<file path="config.mk">
export PLATFORM = sky130hd
export DESIGN_NAME = xadc_multichannel_packetizer_flat
export DESIGN_NICKNAME = d
export VERILOG_FILES = /design/src/rtl/xadc_multichannel_packetizer_pkg.sv /design/src/rtl/xadc_multichannel_packetizer_if.sv /design/src/rtl/xadc_multichannel_packetizer_cobs_next_zero.sv /design/src/rtl/xadc_multichannel_packetizer.sv /design/src/flat_wrapper.sv
export SDC_FILE = /design/constraint.sdc
export NUM_CORES = 1
export LEC_CHECK = 0
export CORE_MARGIN = 10
export CORE_UTILIZATION = 55
export DETAILED_ROUTE_END_ITERATION = 8
export GPL_TIMING_DRIVEN = 0
export PLACE_DENSITY = 0.75
export SLEW_MARGIN = 25
export SYNTH_ARGS = -nofsm -noshare
export SYNTH_HDL_FRONTEND = slang
export SYNTH_HIERARCHICAL = 1
export SYNTH_SLANG_ARGS = --single-unit
</file>
<file path="constraint.sdc">
create_clock -name clk -period 8.19 [get_ports clk]
set_input_delay 1.2285 -clock clk [delete_from_list [all_inputs] [get_ports clk]]
set_output_delay 1.2285 -clock clk [all_outputs]
set_load 0.005 [all_outputs]
</file>
<file path="src/rtl/xadc_multichannel_packetizer_pkg.sv">
// Shared types and constants for the multichannel XADC COBS packetizer.
package xadc_multichannel_packetizer_pkg;

    localparam logic [7:0] COBS_DELIMITER      = 8'h00;
    localparam int         COBS_MAX_RAW_LENGTH = 254;

    typedef enum logic [1:0] {
        ST_CAPTURE    = 2'd0,
        ST_EMIT_CODE  = 2'd1,
        ST_EMIT_DATA  = 2'd2,
        ST_EMIT_DELIM = 2'd3
    } packetizer_state_t;

    function automatic int bytes_per_sample(input int width);
        return (width + 7) / 8;
    endfunction

endpackage

</file>
<file path="src/rtl/xadc_multichannel_packetizer_if.sv">
// Sample-side and byte-side AXI-Stream signals of the packetizer.
interface xadc_multichannel_packetizer_if #(
    parameter int NUM_CHANNELS = 2,
    parameter int SAMPLE_WIDTH = 16
);
    logic [NUM_CHANNELS*SAMPLE_WIDTH-1:0] s_tdata;
    logic [NUM_CHANNELS-1:0]              s_tvalid;
    logic [NUM_CHANNELS-1:0]              s_tready;
    logic [7:0]                           m_tdata;
    logic                                 m_tvalid;
    logic                                 m_tready;
    logic                                 m_tlast;

    modport master (
        input  s_tdata, s_tvalid, m_tready,
        output s_tready, m_tdata, m_tvalid, m_tlast
    );

    modport slave (
        output s_tdata, s_tvalid, m_tready,
        input  s_tready, m_tdata, m_tvalid, m_tlast
    );
endinterface

</file>
<file path="src/rtl/xadc_multichannel_packetizer_cobs_next_zero.sv">
// Priority encoder: index of the first zero byte at or after start_i,
// or RAW_LENGTH when the rest of the frame holds no zero.
module xadc_multichannel_packetizer_cobs_next_zero #(
    parameter int RAW_LENGTH = 4
) (
    input  logic [RAW_LENGTH-1:0] zero_flags_i,
    input  logic [7:0]            start_i,
    output logic [7:0]            z_o
);

    // Scan downwards so the lowest qualifying index wins.
    always_comb begin
        z_o = 8'(RAW_LENGTH);
        for (int i = RAW_LENGTH - 1; i >= 0; i--) begin
            z_o = (zero_flags_i[i] && (8'(i) >= start_i)) ? 8'(i) : z_o;
        end
    end

endmodule

</file>
<file path="src/rtl/xadc_multichannel_packetizer.sv">
// Collects one sample per channel, serialises them big-endian behind an
// optional sequence byte, and streams the frame COBS-encoded with a 0x00 delimiter.
module xadc_multichannel_packetizer
    import xadc_multichannel_packetizer_pkg::*;
#(
    parameter int NUM_CHANNELS     = 2,
    parameter int SAMPLE_WIDTH     = 16,
    parameter int INCLUDE_SEQUENCE = 0
) (
    input  logic clk,
    input  logic reset_n,
    xadc_multichannel_packetizer_if.master bus
);

    localparam int BPS        = bytes_per_sample(SAMPLE_WIDTH);
    localparam int SEQ_LEN    = (INCLUDE_SEQUENCE != 0) ? 1 : 0;
    localparam int RAW_LENGTH = SEQ_LEN + NUM_CHANNELS * BPS;
    localparam int CH_W       = (NUM_CHANNELS > 1) ? $clog2(NUM_CHANNELS) : 1;

    localparam logic [7:0]      RAW_LEN_B = 8'(RAW_LENGTH);
    localparam logic [CH_W-1:0] LAST_CH   = CH_W'(NUM_CHANNELS - 1);
    localparam logic [CH_W-1:0] CH_ZERO   = {CH_W{1'b0}};

    if (RAW_LENGTH > COBS_MAX_RAW_LENGTH) begin : g_raw_length_check
        $error("raw frame longer than a single COBS block");
    end

    packetizer_state_t       state_q, state_d, code_state_s;
    logic [CH_W-1:0]         ch_q, ch_d;
    logic [7:0]              p_q, p_d, code_p_s;
    logic [7:0]              seq_q, seq_d;
    logic [7:0]              raw_q [RAW_LENGTH];
    logic [7:0]              raw_d [RAW_LENGTH];
    logic [7:0]              tdata_q, tdata_d;
    logic                    tvalid_q, tvalid_d;
    logic                    tlast_q, tlast_d;
    logic [NUM_CHANNELS-1:0] tready_q, tready_d;

    logic [SAMPLE_WIDTH-1:0] sample_s;
    logic [BPS*8-1:0]        sample_ext_s;
    logic [RAW_LENGTH-1:0]   zero_flags_s;
    logic [7:0]              p_sel_s, z_s, code_s, rd_byte_s;
    logic                    hs_s, load_s, last_hs_s;

    // s_tready is one-hot on ch in CAPTURE and zero elsewhere, so any set bit is the handshake.
    assign hs_s      = |(bus.s_tvalid & tready_q);
    assign last_hs_s = hs_s && (ch_q == LAST_CH);
    assign load_s    = !tvalid_q || bus.m_tready;

    // Select the channel being captured and zero-extend it to whole bytes.
    always_comb begin
        sample_s = {SAMPLE_WIDTH{1'b0}};
        for (int c = 0; c < NUM_CHANNELS; c++) begin
            sample_s = (ch_q == CH_W'(c)) ? bus.s_tdata[c*SAMPLE_WIDTH +: SAMPLE_WIDTH] : sample_s;
        end
        sample_ext_s = (BPS*8)'(sample_s);
    end

    // Next raw-frame contents; the seq byte is latched with channel 0.
    always_comb begin
        raw_d    = raw_q;
        raw_d[0] = (SEQ_LEN == 1 && hs_s && ch_q == CH_ZERO) ? seq_q : raw_q[0];
        for (int c = 0; c < NUM_CHANNELS; c++) begin
            for (int j = 0; j < BPS; j++) begin
                raw_d[SEQ_LEN + c*BPS + j] = (hs_s && ch_q == CH_W'(c))
                    ? sample_ext_s[(BPS-1-j)*8 +: 8] : raw_q[SEQ_LEN + c*BPS + j];
            end
        end
    end

    // Zero flags follow raw_d so the first code byte can see the sample captured this cycle.
    always_comb begin
        rd_byte_s = 8'h00;
        for (int k = 0; k < RAW_LENGTH; k++) begin
            zero_flags_s[k] = (raw_d[k] == COBS_DELIMITER);
            rd_byte_s       = (p_q == 8'(k)) ? raw_q[k] : rd_byte_s;
        end
    end

    assign p_sel_s = (state_q == ST_CAPTURE) ? 8'h00 : p_q;
    assign code_s  = z_s - p_sel_s + 8'd1;

    xadc_multichannel_packetizer_cobs_next_zero #(
        .RAW_LENGTH (RAW_LENGTH)
    ) u_next_zero (
        .zero_flags_i (zero_flags_s),
        .start_i      (p_sel_s),
        .z_o          (z_s)
    );

    // Where to go after a code byte: a zero right here is consumed as code 0x01.
    always_comb begin
        if (z_s == p_sel_s && z_s != RAW_LEN_B) begin
            code_p_s     = p_sel_s + 8'd1;
            code_state_s = ST_EMIT_CODE;
        end else if (z_s == p_sel_s) begin
            code_p_s     = p_sel_s;
            code_state_s = ST_EMIT_DELIM;
        end else begin
            code_p_s     = p_sel_s;
            code_state_s = ST_EMIT_DATA;
        end
    end

    // Next-state and output-register logic; a new byte is loaded only when the slot is free.
    always_comb begin
        state_d  = state_q;
        ch_d     = ch_q;
        p_d      = p_q;
        seq_d    = seq_q;
        tdata_d  = tdata_q;
        tvalid_d = tvalid_q;
        tlast_d  = tlast_q;
        case (state_q)
            ST_CAPTURE: begin
                if (last_hs_s) begin
                    ch_d     = CH_ZERO;
                    tdata_d  = code_s;
                    tvalid_d = 1'b1;
                    tlast_d  = 1'b0;
                    p_d      = code_p_s;
                    state_d  = code_state_s;
                end else if (hs_s) begin
                    ch_d = ch_q + CH_W'(1);
                end else begin
                    ch_d = ch_q;
                end
            end
            ST_EMIT_CODE: begin
                if (load_s) begin
                    tdata_d  = code_s;
                    tvalid_d = 1'b1;
                    tlast_d  = 1'b0;
                    p_d      = code_p_s;
                    state_d  = code_state_s;
                end else begin
                    state_d = ST_EMIT_CODE;
                end
            end
            ST_EMIT_DATA: begin
                if (load_s) begin
                    tdata_d  = rd_byte_s;
                    tvalid_d = 1'b1;
                    tlast_d  = 1'b0;
                    if (p_q + 8'd1 != z_s) begin
                        p_d = p_q + 8'd1;
                    end else if (z_s != RAW_LEN_B) begin
                        p_d     = z_s + 8'd1;
                        state_d = ST_EMIT_CODE;
                    end else begin
                        p_d     = z_s;
                        state_d = ST_EMIT_DELIM;
                    end
                end else begin
                    state_d = ST_EMIT_DATA;
                end
            end
            ST_EMIT_DELIM: begin
                if (tvalid_q && tlast_q) begin
                    if (bus.m_tready) begin
                        tvalid_d = 1'b0;
                        tlast_d  = 1'b0;
                        seq_d    = seq_q + 8'd1;
                        ch_d     = CH_ZERO;
                        state_d  = ST_CAPTURE;
                    end else begin
                        state_d = ST_EMIT_DELIM;
                    end
                end else if (load_s) begin
                    tdata_d  = COBS_DELIMITER;
                    tvalid_d = 1'b1;
                    tlast_d  = 1'b1;
                end else begin
                    state_d = ST_EMIT_DELIM;
                end
            end
            default: begin
                state_d  = ST_CAPTURE;
                ch_d     = CH_ZERO;
                tvalid_d = 1'b0;
                tlast_d  = 1'b0;
            end
        endcase
        tready_d = (state_d == ST_CAPTURE) ? (NUM_CHANNELS'(1'b1) << ch_d) : {NUM_CHANNELS{1'b0}};
    end

    // State, frame buffer and registered outputs.
    always_ff @(posedge clk or negedge reset_n) begin
        if (!reset_n) begin
            state_q  <= ST_CAPTURE;
            ch_q     <= CH_ZERO;
            p_q      <= 8'h00;
            seq_q    <= 8'h00;
            tdata_q  <= 8'h00;
            tvalid_q <= 1'b0;
            tlast_q  <= 1'b0;
            tready_q <= NUM_CHANNELS'(1'b1);
            for (int k = 0; k < RAW_LENGTH; k++) begin
                raw_q[k] <= 8'h00;
            end
        end else begin
            state_q  <= state_d;
            ch_q     <= ch_d;
            p_q      <= p_d;
            seq_q    <= seq_d;
            tdata_q  <= tdata_d;
            tvalid_q <= tvalid_d;
            tlast_q  <= tlast_d;
            tready_q <= tready_d;
            raw_q    <= raw_d;
        end
    end

    assign bus.s_tready = tready_q;
    assign bus.m_tdata  = tdata_q;
    assign bus.m_tvalid = tvalid_q;
    assign bus.m_tlast  = tlast_q;

endmodule

</file>
<file path="src/flat_wrapper.sv">
// flat-port wrapper written by rule: the top's interface ports become plain ports
module xadc_multichannel_packetizer_flat import xadc_multichannel_packetizer_pkg::*;
#(
    parameter int NUM_CHANNELS     = 2,
    parameter int SAMPLE_WIDTH     = 16,
    parameter int INCLUDE_SEQUENCE = 0
)
  (clk, reset_n, bus_s_tdata, bus_s_tvalid, bus_m_tready, bus_s_tready, bus_m_tdata, bus_m_tvalid, bus_m_tlast);
  xadc_multichannel_packetizer_if #(.NUM_CHANNELS(NUM_CHANNELS), .SAMPLE_WIDTH(SAMPLE_WIDTH)) bus_i ();
  input  logic clk;
  input  logic reset_n;
  input wire logic [$bits(bus_i.s_tdata)-1:0] bus_s_tdata;
  input wire logic [$bits(bus_i.s_tvalid)-1:0] bus_s_tvalid;
  input wire logic [$bits(bus_i.m_tready)-1:0] bus_m_tready;
  output wire logic [$bits(bus_i.s_tready)-1:0] bus_s_tready;
  output wire logic [$bits(bus_i.m_tdata)-1:0] bus_m_tdata;
  output wire logic [$bits(bus_i.m_tvalid)-1:0] bus_m_tvalid;
  output wire logic [$bits(bus_i.m_tlast)-1:0] bus_m_tlast;
  assign bus_i.s_tdata = bus_s_tdata;
  assign bus_i.s_tvalid = bus_s_tvalid;
  assign bus_i.m_tready = bus_m_tready;
  assign bus_s_tready = bus_i.s_tready;
  assign bus_m_tdata = bus_i.m_tdata;
  assign bus_m_tvalid = bus_i.m_tvalid;
  assign bus_m_tlast = bus_i.m_tlast;
  xadc_multichannel_packetizer #(.NUM_CHANNELS(NUM_CHANNELS), .SAMPLE_WIDTH(SAMPLE_WIDTH), .INCLUDE_SEQUENCE(INCLUDE_SEQUENCE)) u_core (.clk(clk), .reset_n(reset_n), .bus(bus_i));
endmodule
</file>
==> metrics.md <==
| Metric | Value |
|---|---|
| FILL cells | `668` |
| Clk Latency, worst-skew pair | `0.31 ns` |
| Avg WL per Cell | `17.6 um` |
| Cells on worst reg2reg path | `21` |
| Fraction of registers with async set/reset | `100%` |
| FF+latch area | `1380 um^2` |
| Mapped Cells | `495` |
| Die width | `108 um` |
| Post-detail-place hpwl | `9110 um` |
| Crit-path max cell delay | `0.52 ns` |
| Sequential element share of the synthesized area | `32.6%` |
| HP Class | `flop to flop` |
| Post-CTS sizing | `0` |
| Sw Share | `47.0%` |
| Rel. slew slack | `43.7%` |
| Reg2Reg Setup Slack | `2.59 ns` |
| Synth Area per Inst | `8.53 um^2` |
| Layout cells sized above 1 | `7.01%` |
| Routed WL | `11,500 um` |
| Clock share of power | `9.4%` |
| Clock buffer depth | `2` |
| Crit Path Class | `input port to flop` |
| HP Start | `u_core/bus.m_tdata[2]$_DFFE_PN0P_` |
| Hold buffers post-CTS | `0` |
| Clock Pin Slew Worst Setup and Hold Paths | `0.10 ns` |
| 1st-iter DRT viols | `251` |
| WHS Endpoint | `u_core/bus.m_tdata[2]$_DFFE_PN0P_` |
| GRT Util Overall | `19.8%` |
| Fin nets | `620` |
| Synth unique cells | `65` |
| Area of the multi-input gates | `2580 um^2` |
| Cell mode on critical path | `inv_1` |
| Period Utilization, post-route | `74.3%` |
| Power Density | `338 nW/um^2` |
| Layout area overhead | `17.4%` |
| H-tree levels | `2` |
| Worst-Margin Slew | `0.844 ns` |
| Antenna viol nets, final | `0` |
| Final setup violation count | `0` |
| GR Overflow Total | `0` |
| Pleak | `0.00210 uW` |
| RR Startpoint | `u_core/ch_q$_DFF_PN0_` |
| Pint | `888 uW` |
| CP Launch Type | `input port` |
| Sw Pwr | `789 uW` |
| Post-Syn Area | `4220 um^2` |
| Fin. max-slew vios | `0` |
| CP Max Fanout | `10` |
| Worst R2R End | `u_core/p_q[6]$_DFFE_PN0P_` |
| Die Area | `11,600 um^2` |
| Comb pwr share | `61.3%` |
| Vias in the first global route | `3,673` |
| Largest net degree at the start of global routing | `48` |
| Req. time, crit path | `8.35 ns` |
| Pre-antenna DRT Iters | `5` |
| Final Hold Fails | `0` |
| RSZ-0062 raised after global routing | `false` |
| Worst hold stages | `2` |
| Worst Skew | `0.0103 ns` |
| Syn. warnings | `6` |
| Core outline area | `7370 um^2` |
| Total CTS buffers | `5` |
| Minimum clock period | `6.09 ns` |
| Sequential Power Share | `29.3%` |
| Routed vias | `3,817` |
| Peak supply drop | `0.185 mV` |
| Core Rows | `31` |
| First-pass GRT wire length | `18,500 um` |
| Initial antenna violation count | `0` |
| CP max-delay cell | `or4_1` |
| N_diodes | `0` |
| Yosys reg bits | `55` |
| TritonCTS clock tree | `built` |
| Remaining DRCs | `0` |
| Post-CTS setup buffers | `0` |
| Initial Util | `57.3%` |
| Number of synthesized flops with an enable pin | `0` |
| Count leader, synth | `nor2_1` |
| Vert. Die Dim | `108 um` |
| Yosys top cell area share | `32.0%` |
| Setup tns final | `0 ns` |
| Fmax | `164 MHz` |
| Tot Pwr | `1680 uW` |
| Drt via density | `5.83` |
| Critical-path cell list | `clkdlybuf4s50_1, a22o_1, ha_1, buf_2, buf_1, a21oi_1, or4_1, nor2_1, a21bo_2, nand2b_1, nor3b_2, inv_1, ha_1, inv_1, ha_1, inv_1, fa_1, inv_1, a21oi_1, o21bai_1, a21o_1, a21oi_1, xnor2_1, o221ai_1` |
| Routability Congestion | `0.931` |
| Commonest cells post-synth | `71 x nor2_1, 67 x a21oi_1, 54 x dfrtp_1, 27 x ha_1, 27 x nand2_1` |
| Top post-synthesis cells by area | `dfrtp_1 32%, ha_1 8.0%, a21oi_1 7.9%, nor2_1 6.3%, mux2i_1 5.0%` |
| PortBufs | `48` |
| CP Data Arrival Time | `6.25 ns` |
| Clk sinks | `55` |
| Prevailing post-synth register cell | `dfrtp_1` |
| # IOs | `49` |
| Yosys top cell by area | `dfrtp_1` |
| Min Hold Slack | `0.541 ns` |
| Status | `finished, final reports clean` |
| MaxCap Viol Count | `0` |
| CTS root buf | `clkbuf_8` |
| Crit end category | `flop` |
[registers in the layout (all words and copies together), names as in the netlist]
signal / count
u_core/bus.s_tready: 2
u_core/state_q: 2
u_core/bus.m_tdata: 8
u_core/bus.m_tlast: 1
u_core/raw_q: 32
u_core/ch_q: 1
u_core/p_q: 8
u_core/bus.m_tvalid: 1
[logic make-up (layout without fill, tap and decap cells)]
| family | after synthesis | after routing | share of synthesized area (%) |
|---|---|---|---|
| and+or+nand+nor | 175 | 175 | 21.3 |
| AOI/OAI and AO/OA | 130 | 130 | 18.7 |
| DFF | 55 | 55 | 32.6 |
| buffers and inverters | 55 | 112 | 6.49 |
| xor gates and xnor gates | 29 | 29 | 7.05 |
| adders and majority gates | 28 | 28 | 8.48 |
| muxes | 22 | 22 | 5.25 |
| other | 1 | 5 | 0.0888 |
[power by group through the flow]
stage               logic, uW  registers, uW  clock network (uW)
CTS                      1020            489                 160
floorplan                 714            475                   0
global placement          996            490                   0
detailed placement       1010            495                   0
finish                   1030            491                 158
global route             1140            505                 174
[per-layer routing]
metal / GRT usage (%) / vias to the layer above / wire length, um
li1: - / 1862 / -
met1: 24.1 / 1832 / 5060
met4: 5.34 / 0 / 169
met2: 34.8 / 109 / 5770
met3: 3.41 / 14 / 533
met5: 0 / - / 0
[worst max-delay path: cells and delay by family]
kind,cells,cell delay (ns)
buffers and inverters,7,1.52
AND/OR/NAND/NOR,4,1.13
adder cells (fa/ha/maj),4,1.06
AO/OA/AOI/OAI,8,1.19
XOR/XNOR,1,0.15
[worst max-delay path by stage]
stage / start / endpoint / slack [ns] / cells past startpoint
after floorplan: bus_s_tvalid[0] / u_core/bus.m_tdata[7]$_DFFE_PN0P_ / 2.96 / 24
after global placement: bus_s_tvalid[0] / u_core/bus.m_tdata[7]$_DFFE_PN0P_ / 1.89 / 24
after detailed placement: bus_s_tvalid[0] / u_core/bus.m_tdata[7]$_DFFE_PN0P_ / 1.84 / 24
after CTS: bus_s_tvalid[0] / u_core/bus.m_tdata[7]$_DFFE_PN0P_ / 2.14 / 24
after global routing: bus_s_tvalid[0] / u_core/bus.m_tdata[7]$_DFFE_PN0P_ / 1.70 / 24
final: bus_s_tvalid[0] / u_core/bus.m_tdata[7]$_DFFE_PN0P_ / 2.10 / 24
[per-stage QoR]
stage	util (%)	instances	cell area, um^2	setup WS, ns
2_1_floorplan	-	499	4240	2.96
3_3_place_gp	65.7	646	4840	1.89
3_5_place_dp	66.0	647	4870	1.84
4_1_cts	67.2	655	4950	2.14
5_1_grt	67.2	655	4950	1.70
6_report	67.2	655	4950	2.10
[cell type report]
class	instances	area share [%]
timing repair buffer	49	10.2
sequential	55	27.8
clock buffer	6	1.46
tap	99	2.50
buffer	30	3.64
inverter	25	1.89
multi-input combinational	389	52.2
clock inverter	2	0.328
[layout by cell type (no fill, tap or decap), types with 12 or more instances in the layout]
cell type and count:
mux2i_1 21, clkdlybuf4s50_1 47, clkbuf_1 15, nor2_1 71, nand2_1 27, nand2b_1 12
inv_1 25, ha_1 27, nand3_1 15, xnor2_1 18, dfrtp_1 54, o21ai_0 17
a21oi_1 67
Power figures use the tool's default switching activity.
